## src/rtl/warp_reconv_stack.sv

```systemverilog
// -----------------------------------------------------------------------------
// warp_reconv_stack
//
// SIMT divergence/reconvergence stack. Sits between branch resolution and the
// warp_mask block and is the sole writer of the lane-enable mask. A divergent
// branch narrows the active mask to the taken lanes and saves the remaining
// paths on a stack. When the warp reaches a saved reconvergence PC, the saved
// mask is restored and, for a pending path, a fetch redirect is issued.
//
// Ports:
//   clk, rst_n        clock (rising edge), asynchronous active-low reset
//   branch_valid      a resolved branch is presented
//   branch_ready      combinational; low while a reconvergence hit is popping
//   branch_taken      per-lane taken predicate
//   branch_target     taken-path PC
//   branch_fallthru   not-taken-path PC
//   branch_reconv     reconvergence PC (immediate post-dominator)
//   pc_valid, cur_pc  PC the warp is currently issuing
//   mask_update       one-cycle pulse to warp_mask.mask_update
//   mask_in           mask being committed, to warp_mask.mask_in
//   active_mask       current mask held by this block
//   redirect_valid    one-cycle fetch-redirect pulse
//   redirect_pc       redirect target
//   depth             occupied stack entries
//   stack_overflow    sticky overflow flag, cleared only by reset
// -----------------------------------------------------------------------------
module warp_reconv_stack #(
    parameter int NUM_LANES   = 8,
    parameter int PC_WIDTH    = 16,
    parameter int STACK_DEPTH = 4,
    parameter int DEPTH_W     = $clog2(STACK_DEPTH + 1)
) (
    input  logic                 clk,
    input  logic                 rst_n,
    input  logic                 branch_valid,
    output logic                 branch_ready,
    input  logic [NUM_LANES-1:0] branch_taken,
    input  logic [PC_WIDTH-1:0]  branch_target,
    input  logic [PC_WIDTH-1:0]  branch_fallthru,
    input  logic [PC_WIDTH-1:0]  branch_reconv,
    input  logic                 pc_valid,
    input  logic [PC_WIDTH-1:0]  cur_pc,
    output logic                 mask_update,
    output logic [NUM_LANES-1:0] mask_in,
    output logic [NUM_LANES-1:0] active_mask,
    output logic                 redirect_valid,
    output logic [PC_WIDTH-1:0]  redirect_pc,
    output logic [DEPTH_W-1:0]   depth,
    output logic                 stack_overflow
);

    localparam int IDX_W = $clog2(STACK_DEPTH);

    localparam logic KIND_PENDING = 1'b0;
    localparam logic KIND_RECONV  = 1'b1;

    localparam logic [DEPTH_W-1:0] DEPTH_ZERO = {DEPTH_W{1'b0}};
    localparam logic [DEPTH_W-1:0] DEPTH_ONE  = DEPTH_W'(1'b1);
    localparam logic [DEPTH_W-1:0] DEPTH_TWO  = DEPTH_W'(2'd2);
    localparam logic [DEPTH_W-1:0] DEPTH_FULL = DEPTH_W'(STACK_DEPTH);

    // Stack storage
    logic                 kind_r [STACK_DEPTH];
    logic [PC_WIDTH-1:0]  pc_r   [STACK_DEPTH];
    logic [PC_WIDTH-1:0]  rpc_r  [STACK_DEPTH];
    logic [NUM_LANES-1:0] mask_r [STACK_DEPTH];

    // Architectural and output registers
    logic [NUM_LANES-1:0] active_mask_r;
    logic [DEPTH_W-1:0]   depth_r;
    logic                 mask_update_r;
    logic [NUM_LANES-1:0] mask_in_r;
    logic                 redirect_valid_r;
    logic [PC_WIDTH-1:0]  redirect_pc_r;
    logic                 overflow_r;
    logic                 holdoff_r;
    logic [PC_WIDTH-1:0]  holdoff_rpc_r;

    // Next-state values
    logic [NUM_LANES-1:0] active_mask_s;
    logic [DEPTH_W-1:0]   depth_s;
    logic                 mask_update_s;
    logic                 redirect_valid_s;
    logic [PC_WIDTH-1:0]  redirect_pc_s;
    logic                 overflow_s;
    logic                 holdoff_s;
    logic [PC_WIDTH-1:0]  holdoff_rpc_s;

    // Top-of-stack view and decode helpers
    logic [IDX_W-1:0]     top_idx_s;
    logic                 top_kind_s;
    logic [PC_WIDTH-1:0]  top_pc_s;
    logic [PC_WIDTH-1:0]  top_rpc_s;
    logic [NUM_LANES-1:0] top_mask_s;
    logic                 hit_s;
    logic [NUM_LANES-1:0] taken_s;
    logic [NUM_LANES-1:0] not_taken_s;
    logic [DEPTH_W-1:0]   need_s;
    logic [DEPTH_W-1:0]   free_s;
    logic [IDX_W-1:0]     push_lo_idx_s;
    logic [IDX_W-1:0]     push_hi_idx_s;
    logic                 push_lo_s;
    logic                 push_hi_s;

    // Top-of-stack read, reconvergence hit detect and branch decode
    always_comb begin
        top_idx_s     = IDX_W'(depth_r - DEPTH_ONE);
        top_kind_s    = kind_r[top_idx_s];
        top_pc_s      = pc_r[top_idx_s];
        top_rpc_s     = rpc_r[top_idx_s];
        top_mask_s    = mask_r[top_idx_s];
        // holdoff keeps a just-popped PENDING path from immediately popping
        // the same-rpc entry below it while fetch still shows the old PC.
        hit_s         = pc_valid && (depth_r != DEPTH_ZERO) && !holdoff_r &&
                        (cur_pc == top_rpc_s);
        taken_s       = branch_taken & active_mask_r;
        not_taken_s   = active_mask_r & ~branch_taken;
        // When the fall-through path is the reconvergence point, there is no
        // separate pending path to save.
        need_s        = (branch_fallthru == branch_reconv) ? DEPTH_ONE : DEPTH_TWO;
        free_s        = DEPTH_FULL - depth_r;
        push_lo_idx_s = IDX_W'(depth_r);
        push_hi_idx_s = IDX_W'(depth_r + DEPTH_ONE);
    end

    assign branch_ready = ~hit_s;

    // Next-state selection: pop on hit, otherwise process an accepted branch
    always_comb begin
        active_mask_s    = active_mask_r;
        depth_s          = depth_r;
        mask_update_s    = 1'b0;
        redirect_valid_s = 1'b0;
        redirect_pc_s    = redirect_pc_r;
        overflow_s       = overflow_r;
        holdoff_rpc_s    = holdoff_rpc_r;
        push_lo_s        = 1'b0;
        push_hi_s        = 1'b0;

        if (holdoff_r && pc_valid && (cur_pc != holdoff_rpc_r)) begin
            holdoff_s = 1'b0;
        end else begin
            holdoff_s = holdoff_r;
        end

        if (hit_s) begin
            active_mask_s = top_mask_s;
            depth_s       = depth_r - DEPTH_ONE;
            mask_update_s = 1'b1;
            if (top_kind_s == KIND_PENDING) begin
                redirect_valid_s = 1'b1;
                redirect_pc_s    = top_pc_s;
                holdoff_s        = 1'b1;
                holdoff_rpc_s    = top_rpc_s;
            end else begin
                redirect_valid_s = 1'b0;
            end
        end else if (branch_valid) begin
            if (taken_s == {NUM_LANES{1'b0}}) begin
                // No active lane takes the branch: nothing changes.
                redirect_valid_s = 1'b0;
            end else if (not_taken_s == {NUM_LANES{1'b0}}) begin
                // Uniformly taken: redirect only, mask unchanged.
                redirect_valid_s = 1'b1;
                redirect_pc_s    = branch_target;
            end else if (free_s < need_s) begin
                // Branch is consumed but cannot be tracked.
                overflow_s = 1'b1;
            end else begin
                push_lo_s        = 1'b1;
                push_hi_s        = (need_s == DEPTH_TWO);
                depth_s          = depth_r + need_s;
                active_mask_s    = taken_s;
                mask_update_s    = 1'b1;
                redirect_valid_s = 1'b1;
                redirect_pc_s    = branch_target;
            end
        end else begin
            redirect_valid_s = 1'b0;
        end
    end

    // Architectural state and registered outputs
    always_ff @(posedge clk or negedge rst_n) begin
        if (!rst_n) begin
            active_mask_r    <= {NUM_LANES{1'b1}};
            depth_r          <= DEPTH_ZERO;
            mask_update_r    <= 1'b0;
            mask_in_r        <= {NUM_LANES{1'b1}};
            redirect_valid_r <= 1'b0;
            redirect_pc_r    <= {PC_WIDTH{1'b0}};
            overflow_r       <= 1'b0;
            holdoff_r        <= 1'b0;
            holdoff_rpc_r    <= {PC_WIDTH{1'b0}};
        end else begin
            active_mask_r    <= active_mask_s;
            depth_r          <= depth_s;
            mask_update_r    <= mask_update_s;
            mask_in_r        <= active_mask_s;
            redirect_valid_r <= redirect_valid_s;
            redirect_pc_r    <= redirect_pc_s;
            overflow_r       <= overflow_s;
            holdoff_r        <= holdoff_s;
            holdoff_rpc_r    <= holdoff_rpc_s;
        end
    end

    // Stack entry writes: RECONV entry below, PENDING entry on top of it
    always_ff @(posedge clk or negedge rst_n) begin
        if (!rst_n) begin
            for (int i = 0; i < STACK_DEPTH; i++) begin
                kind_r[i] <= KIND_PENDING;
                pc_r[i]   <= {PC_WIDTH{1'b0}};
                rpc_r[i]  <= {PC_WIDTH{1'b0}};
                mask_r[i] <= {NUM_LANES{1'b0}};
            end
        end else begin
            if (push_lo_s) begin
                kind_r[push_lo_idx_s] <= KIND_RECONV;
                pc_r[push_lo_idx_s]   <= branch_reconv;
                rpc_r[push_lo_idx_s]  <= branch_reconv;
                mask_r[push_lo_idx_s] <= active_mask_r;
            end
            if (push_hi_s) begin
                kind_r[push_hi_idx_s] <= KIND_PENDING;
                pc_r[push_hi_idx_s]   <= branch_fallthru;
                rpc_r[push_hi_idx_s]  <= branch_reconv;
                mask_r[push_hi_idx_s] <= not_taken_s;
            end
        end
    end

    assign active_mask    = active_mask_r;
    assign depth          = depth_r;
    assign mask_update    = mask_update_r;
    assign mask_in        = mask_in_r;
    assign redirect_valid = redirect_valid_r;
    assign redirect_pc    = redirect_pc_r;
    assign stack_overflow = overflow_r;

endmodule

```

## config.mk

```make
export PLATFORM = sky130hd
export DESIGN_NAME = warp_reconv_stack
export DESIGN_NICKNAME = d
export VERILOG_FILES = /design/src/rtl/warp_reconv_stack.sv
export SDC_FILE = /design/constraint.sdc
export NUM_CORES = 1
export LEC_CHECK = 0
export CORE_ASPECT_RATIO = 0.8
export CORE_MARGIN = 1.5
export CORE_UTILIZATION = 25
export DETAILED_ROUTE_END_ITERATION = 8
export GPL_TIMING_DRIVEN = 0
export HOLD_SLACK_MARGIN = 0.1
export SLEW_MARGIN = 20
export SYNTH_ARGS = -nofsm -noshare
export SYNTH_HDL_FRONTEND = slang
export SYNTH_SLANG_ARGS = --single-unit
```

## constraint.sdc

```tcl
create_clock -name clk -period 3.3 [get_ports clk]
set_input_delay 0.33 -clock clk [delete_from_list [all_inputs] [get_ports clk]]
set_output_delay 0.33 -clock clk [all_outputs]
set_load 0.01 [all_outputs]
```

==> metrics.md <==
| Metric | Value |
|---|---|
| Run status | `complete, but fails checks` |
| Failing checks | `setup timing` |
| CTS Buffer Depth | `3` |
| Syn-to-layout area delta | `42.0%` |
| Grt ovf | `0` |
| Total number of vias | `8621` |
| CP peak stage delay | `400 ps` |
| I/O pin total | `115` |
| Syn Area/Cell | `12.6 um2` |
| Placed cell area | `12400 um2` |
| Top_reg_cell synth | `dfrtp_1` |
| DP HPWL | `24.9 mm` |
| Skew-Pair Late Insertion Delay | `540 ps` |
| Hold depth | `3` |
| LEAKAGE | `6.67 nW` |
| Max Cap Viol | `0` |
| Avg WL per Cell | `24.0 um` |
| Flop-to-flop setup slack | `-140 ps` |
| Critical path endpoint category | `primary output` |
| Final layout net count | `1127` |
| First-pass GRT wire length | `56.1 mm` |
| Syn Inst Count | `849` |
| Worst Tran Pin Value | `977 ps` |
| GRT Total Usage | `0.168` |
| Worst-path maximum fanout | `8` |
| Asr flop ratio synth | `1.00` |
| WHS Endpoint | `pc_r[58]` |
| # DRC | `0` |
| CTS clock-pin slew for the worst setup and hold paths | `70 ps` |
| Worst reg2reg path depth | `13` |
| Die ar. | `44000 um2` |
| Setup-failing EPs final | `126` |
| Worst hold start | `branch_fallthru[10]` |
| Yosys cell types | `52` |
| Seq/Total Area, Yosys | `0.495` |
| Slowest CP cell | `mux4_2` |
| DIE WIDTH | `234 um` |
| Clock Sinks | `211` |
| Final WS setup | `-231 ps` |
| FP Rows | `67` |
| Worst hold path type | `in2reg` |
| Max-slew violations | `0` |
| Worst path cell trace | `buf_8 -> clkinvlp_4 -> ha_4 -> buf_12 -> mux4_2 -> xnor2_2 -> nand4_1 -> nor4b_4 -> or2b_4 -> buf_6` |
| Slew margin rel. | `0.349` |
| Setup Skew | `22.7 ps` |
| Fin area | `15200 um2` |
| Chip height | `188 um` |
| CP Class | `reg2out` |
| Pwr Total | `0.00551 W` |
| Layout cells sized above 1 | `0.370` |
| Routability cong. | `0.864` |
| WP buf/inv | `4` |
| CP arrival | `3200 ps` |
| Synthesis Warnings | `0` |
| Drt total wl | `38.6 mm` |
| ANT nets after route | `0` |
| Fraction of the cycle the final worst path needs | `1.07` |
| Core area | `42000 um2` |
| Initial antenna violation count | `3` |
| Peak supply drop | `0.315 mV` |
| Detailed Routing Iterations Pass 1 | `4` |
| Max Freq | `283 MHz` |
| Inserted Clock Buffers | `22` |
| IO buf count | `98` |
| ANT cells | `0` |
| Commonest non-fill, non-tap cell in the layout | `dfrtp_1` |
| Cell area power density | `363 nW/um2` |
| Post-synth EDFFs | `0` |
| Post-DR vias/cell | `5.36` |
| RSZ-0062 raised after global routing | `yes` |
| RR Endpoint | `redirect_pc[9]` |
| DRT iter0 DRCs | `813` |
| CP Launch Type | `flip-flop` |
| Syn nets | `935` |
| Post-layout minimum cycle time | `3530 ps` |
| FF+latch count, synth | `211` |
| Commonest non-fill, non-tap cells in the layout | `dfrtp_1, clkdlybuf4s50_1, o22ai_1, mux2_4, a2bb2oi_2` |
| H-tree levels | `1` |
| CTS tree | `yes` |
| Netlist Area Pre-Place | `10700 um2` |
| Clock root buffer | `clkbuf_16` |
| Final hold vios | `0` |
| Kind of cell adding the most delay to the critical path | `simple AND/OR/NAND/NOR gates` |
| Pin count of the biggest net entering global routing | `85` |
| Critical Path RT | `2970 ps` |
| Vias in the first global route | `8789` |
| Starting Density | `0.254` |
| Reg2reg start | `depth[0]` |
[how the worst max path moves through the flow]
stage | from | endpoint | slack (ps) | cells past startpoint
finish | depth[0] | branch_ready | -230 | 10
global route | depth[0] | branch_ready | -320 | 10
CTS | depth[0] | branch_ready | -200 | 10
detailed placement | branch_fallthru[4] | pc_r[28] | -1410 | 14
global placement | rst_n | depth[0] | -7990 | 1
floorplan | depth[0] | rpc_r[48] | 50 | 13
[cell usage after synthesis, drive strengths merged (20+ instances only)]
cell / instances / area [um2]
buf: 49 / 292
xor2: 33 / 289
nand2: 23 / 86.3
dfrtp: 203 / 5080
clkbuf: 39 / 146
mux4: 39 / 878
mux2: 81 / 946
o21ai: 57 / 300
a2bb2oi: 64 / 561
inv: 20 / 75.1
a32o: 32 / 320
o22ai: 70 / 438
[worst min-delay path, delay by kind of cell]
| kind | cells | cell delay (ps) |
|---|---|---|
| buffers and inverters | 1 | 190 |
| AO/OA/AOI/OAI | 2 | 260 |
[metrics by stage]
stage               TNS (ps)  hold slack, ps  std cells  setup slack (ps)  utilization
floorplan                  0            34.4        849              53.9            -
global placement    -1703380             462       1499             -7990        0.294
detailed placement   -228920             334       1501             -1410        0.296
CTS                    -2330             298       1582              -203        0.338
global route          -23510             301       1609              -315        0.361
finish                 -9850             290       1609              -231        0.361
[power by group]
group / switching, W / total [W] / leakage (nW) / internal [W]
sequential: 0 / 0.00259 / 2.92 / 0.00259
clock: 0.00112 / 0.00263 / 0.367 / 0.00151
combinational: 0.000184 / 0.000298 / 3.38 / 0.000114
[routing by layer]
| metal | global-route usage | vias up | routed length, um | part of all wire |
|---|---|---|---|---|
| li1 | - | 3654 | - | - |
| met1 | 0.249 | 4507 | 17300 | 0.45 |
| met2 | 0.248 | 397 | 17200 | 0.45 |
| met3 | 0.0418 | 61 | 3440 | 0.089 |
| met4 | 0.0308 | 2 | 657 | 0.017 |
| met5 | 0 | - | 10 | 0.00026 |
[state kept, by name (all words and copies together), names as in the netlist]
register / count
mask_in: 8
rpc_r: 64
stack_overflow: 1
redirect_valid: 1
kind_r: 4
holdoff_r: 1
mask_update: 1
redirect_pc: 16
mask_r: 32
pc_r: 64
holdoff_rpc_r: 16
depth: 3
[timing repair]
| item | CTS | global route |
|---|---|---|
| resized for setup | 157 | 157 |
| hold endpoints to repair | 62 | 0 |
| setup endpoints to repair | 212 | 203 |
| setup buffers | 37 | 26 |
| gates cloned | 6 | 7 |
| pin swaps | 9 | 10 |
| hold buffers | 1 | 0 |
[area by class of cell]
cell class | count | area (um2)
multi-input combinational | 530 | 5770
clock buffer | 30 | 632
clock inverter | 10 | 114
timing repair buffer | 172 | 1900
tap | 552 | 691
fill | 3992 | 26800
buffer | 84 | 693
sequential | 211 | 5290
inverter | 20 | 78.8
[kinds of logic (layout without fill, tap and decap cells)]
logic type	count (synthesis)	after routing	synth area share
simple gates	79	79	0.0422
flops	211	211	0.495
buf+inv	108	316	0.0480
compound gates	265	265	0.184
fa+ha+maj	10	10	0.0124
mux	129	129	0.179
xor+xnor	47	47	0.0385
No activity file was read; power rests on OpenSTA's default activity.
